$ cat src/rtl/priority_encoder_buf.sv
// priority_encoder_buf: registered highest-set-bit encoder behind a 2-entry valid/ready buffer
// Ports:
//   clk, rst            clock (rising edge), asynchronous active-high reset
//   in_valid/in_ready   producer handshake; val is the vector to encode
//   out_valid/out_ready consumer handshake on the buffer head
//   y, zero, multi      head entry: index of highest set bit, val==0 flag, multi-hot flag
//   multi_cnt           saturating count of accepted multi-hot vectors
module priority_encoder_buf #(
    parameter int WIDTH = 4,
    parameter int OUT_W = $clog2(WIDTH),
    parameter int CNT_W = 8
) (
    input  logic             clk,
    input  logic             rst,
    input  logic             in_valid,
    output logic             in_ready,
    input  logic [WIDTH-1:0] val,
    output logic             out_valid,
    input  logic             out_ready,
    output logic [OUT_W-1:0] y,
    output logic             zero,
    output logic             multi,
    output logic [CNT_W-1:0] multi_cnt
);
    typedef enum logic [1:0] {EMPTY = 2'd0, ONE = 2'd1, FULL = 2'd2} state_t;
    state_t state, state_nx;
    logic [OUT_W-1:0] enc;
    logic [OUT_W+1:0] entry, slot0, slot1;
    logic push, pop;
    always_comb begin
        enc = '0;
        for (int i = 0; i < WIDTH; i++)
            if (val[i]) enc = OUT_W'(i);
    end
    // clearing the lowest set bit leaves something only when two or more bits were set
    assign entry = {enc, ~|val, |(val & (val - WIDTH'(1)))};
    assign in_ready = state != FULL;
    assign out_valid = state != EMPTY;
    assign push = in_valid && in_ready;
    assign pop = out_valid && out_ready;
    assign y = slot0[OUT_W+1:2];
    assign zero = slot0[1];
    assign multi = slot0[0];
    always_comb begin
        state_nx = state;
        case (state)
            EMPTY:   state_nx = push ? ONE : EMPTY;
            ONE:     state_nx = (push && !pop) ? FULL : (pop && !push) ? EMPTY : ONE;
            FULL:    state_nx = pop ? ONE : FULL;
            default: state_nx = EMPTY;
        endcase
    end
    // slot0 is the head; a pop shifts slot1 forward, and a new entry lands in the
    // first slot that is free after that shift (later assignment wins over the shift)
    always_ff @(posedge clk or posedge rst) begin
        if (rst) begin
            state <= EMPTY;
            slot0 <= '0;
            slot1 <= '0;
            multi_cnt <= '0;
        end else begin
            state <= state_nx;
            if (pop) slot0 <= slot1;
            if (push && (state == EMPTY || pop)) slot0 <= entry;
            if (push && state == ONE && !pop) slot1 <= entry;
            if (push && entry[0] && multi_cnt != '1) multi_cnt <= multi_cnt + CNT_W'(1);
        end
    end
endmodule

$ cat config.mk
export PLATFORM = sky130hd
export DESIGN_NAME = priority_encoder_buf
export DESIGN_NICKNAME = d
export VERILOG_FILES = /design/src/rtl/priority_encoder_buf.sv
export SDC_FILE = /design/constraint.sdc
export NUM_CORES = 1
export LEC_CHECK = 0
export BUFFER_PORTS_ARGS = -buffer_cell sky130_fd_sc_hd__buf_2
export CAP_MARGIN = 20
export CORE_ASPECT_RATIO = 0.9
export CORE_UTILIZATION = 51
export DETAILED_ROUTE_END_ITERATION = 10
export HOLD_SLACK_MARGIN = 0.1
export PLACE_DENSITY = 0.77
export SYNTH_ARGS = -nofsm -noshare
export SYNTH_HDL_FRONTEND = slang
export SYNTH_SLANG_ARGS = --single-unit
export TNS_END_PERCENT = 10
$ cat constraint.sdc
create_clock -name clk -period 2 [get_ports clk]
set_input_delay 0 -clock clk [delete_from_list [all_inputs] [get_ports clk]]
set_output_delay 0 -clock clk [all_outputs]
set_load 0.02 [all_outputs]
==> metrics <==
status=finished, final reports clean; layout cell share with drive strength beyond 1=34.78%; Max-slew headroom=approximately 56%; Detailed Place HPWL=roughly 1300 µm; clock sinks=18; first-pass GRT wire length=3036 µm; Mapped Nets=95; vias in the first global route=approximately 640; initial antenna violation count=0; nature of the critical path endpoint=register; Final TNS setup=0 ps; Crit path required time=between 2000 and 2500 ps; die height=between 40 and 50 µm; Synth Flop Type=dfrtp_1; Worst Path Arrival=between 1500 and 2000 ps; largest net degree at the start of global routing=19; CTS clk-pin slew, worst paths=about 110 ps; #FFs+latches synth=18; core area=roughly 0.0017 mm²; Die Wd=around 47 µm; Power per Cell Area=roughly 1400 mW/mm²; crit path to=multi_cnt[1]; Worst Max-Slew Pin Slew=between 600 and 700 ps; Synth top area share=approximately 48%; fmax=0.5974 GHz; pre-CTS WS=between 300 and 400 ps; GP Congestion=0.8247; YS warnings=0; IO buf count=21; detailed-router iteration count before antenna repair=4; post_cts resized=0; Root Buffer=clkbuf_4; CTS tree=done; top cell type by total area after synthesis=dfrtp_1; post-synthesis cell count=85; P_sw=around 0.7 mW; Final Slew Violations=0; DRT iter0 DRCs=10; Register-to-Register Path Depth=5; clock buffer depth=2; Synth area leaders=dfrtp_1 48%, xor2_1 6.6%, mux2i_1 5.4%; Critical R2R Launch=multi_cnt[1]; reg2reg setup slack=roughly 330 ps; R2R Path End=multi_cnt[1]; Post-CTS Setup Bufs=0; Hold Path Depth=3; Die Area=~0.002 mm²; Clock Skew=~10 ps; leakage power=~0.57 nW; starting density of the core=a little under three fifths; combinational fraction of design power=45.2%; Setup Viol. Count Final=0; worst hold path class=in2reg; CP Class=reg2reg; Async S/R FF share, synth=between 90% and 100%; cell row count=14; grt ovf=0; unrepaired setup endpoints after global routing=no; sw frac=a little over two fifths; Final #Nets=~130; minimum clock period=1674 ps; # DRC=0; Synth-to-Final Area Change=24.10%; Vias=about 700; Final ANT Viol Nets=0; worst vdd ir=0.7974 mV; cell area after synthesis=934.6 µm²; WL/cell=between 10 and 15 µm; CTS H-tree lvls=1; Hold-fix buffers, CTS=5; Synth Area per Inst=approximately 11 µm²; Post-synth EDFFs=0; drt via density=between 5 and 6; io pins=22; diodes inserted=0; Sequential Power Share=a little over 40%; Routed WL=between 1500 and 2000 µm; sequential share of the synthesized area=about half; crit path from=multi_cnt[1]; Final WS setup=about 330 ps; Num CTS Buffers=3; CP Launch Type=register; clock latency on the worst-skew pair=about 300 ps; part of the power in the clock network=around 14%; P_int=roughly 0.94 mW; distinct cell type count of the synthesized netlist=28; CP max FO=7; Tot GR Track Use=22.40%; count of final hold-check violations=0; Max Cap Violations=0; Final Cycle Share=~84%
==> area by class of cell <==
type / instances / area (µm²)
Tap cell: 24 / 30.03
Multi-Input combinational cell: 60 / 457.9
Sequential cell: 18 / 450.4
Inverter: 6 / 22.52
Clock buffer: 4 / 36.28
Timing Repair Buffer: 27 / 162.7
Fill cell: 143 / 539.3
==> critical path, cell delays in order, from the launching register on <==
cell,delay (ps)
dfrtp_1,470
ha_1,250
nand3_1,110
o211ai_2,340
nor2_2,100
mux2_4,300
==> logic make-up after synthesis <==
logic type                 after synthesis  synth area share, %
xor gates and xnor gates                 7                6.560
adders and majority gates                3                3.882
and+or+nand+nor                         29                17.81
DFF                                     18                48.19
muxes                                   10                11.78
buffers and inverters                    7                2.811
AOI/OAI and AO/OA                       11                8.969
==> worst min-delay path by stage <==
stage	from	endpoint	slack, ps
after detailed placement	rst	slot0[2]	130
after floorplan	rst	multi_cnt[0]	-60
after global placement	rst	slot0[2]	130
after CTS	val[0]	slot1[0]	100
final	val[0]	slot1[0]	120
after global routing	val[0]	slot1[0]	130
==> cells in the final DEF (no fill, tap or decap), drive strengths merged <==
cell type / netlist / layout
o211ai: 1 / 1
xor2: 7 / 7
nand2: 6 / 6
clkbuf: 1 / 4
and3b: 1 / 1
a21oi: 2 / 2
nor2b: 1 / 1
dlygate4sd3: 0 / 5
nand2b: 2 / 2
nor2: 3 / 3
buf: 0 / 22
and2: 1 / 1
dfrtp: 18 / 18
o21ai: 6 / 6
mux2i: 5 / 5
or2: 1 / 1
nor4: 3 / 3
o22ai: 1 / 1
mux2: 5 / 5
ha: 2 / 2
maj3: 1 / 1
nand4: 1 / 1
nor3: 4 / 4
inv: 6 / 6
nand3: 6 / 6
a21boi: 1 / 1
==> power groups by stage <==
| stage | Combinational, mW | Clock (mW) | Sequential [mW] |
|---|---|---|---|
| floorplan | 0.388 | 0 | 0.765 |
| global placement | 0.700 | 0 | 0.655 |
| detailed placement | 0.725 | 0 | 0.670 |
| CTS | 0.746 | 0.229 | 0.667 |
| global route | 0.817 | 0.241 | 0.692 |
| finish | 0.739 | 0.227 | 0.669 |
==> cell usage after synthesis (2+ instances only) <==
| library cell | count |
|---|---|
| dfrtp_1 | 18 |
| mux2_2 | 4 |
| o21ai_0 | 6 |
| nand3_1 | 6 |
| xor2_1 | 7 |
| inv_1 | 6 |
| nor3_1 | 4 |
| nand2_1 | 6 |
| a21oi_1 | 2 |
| nor4_2 | 2 |
| ha_1 | 2 |
| mux2i_1 | 5 |
| nor2_1 | 2 |
==> routing by layer <==
layer | GRT usage (%) | routed length (µm) | vias to the layer above
li1 | - | - | 360
met1 | 31.48 | 872 | 333
met2 | 33.89 | 936 | 15
met3 | 2.586 | 44 | 2
met4 | 10.29 | 10 | 0
met5 | 0 | 0 | -
==> state kept, by name, summed over array words and instances (netlist names) <==
name       cells
multi_cnt      8
state          2
slot0          4
slot1          4
==> per-stage QoR <==
stage	hold WS, ps	cell area, µm²	total power, mW	utilization, %	cells
final	116.3	1160	1.635	68.26	139
after global routing	134.4	1160	1.749	68.26	139
after CTS	103.9	1160	1.643	68.26	139
after detailed placement	130.5	1074	1.395	63.18	130
after global placement	129.3	1074	1.354	63.18	130
after floorplan	-61.43	934.6	1.153	-	85
Note: power is estimated with default switching activity, not from simulation.
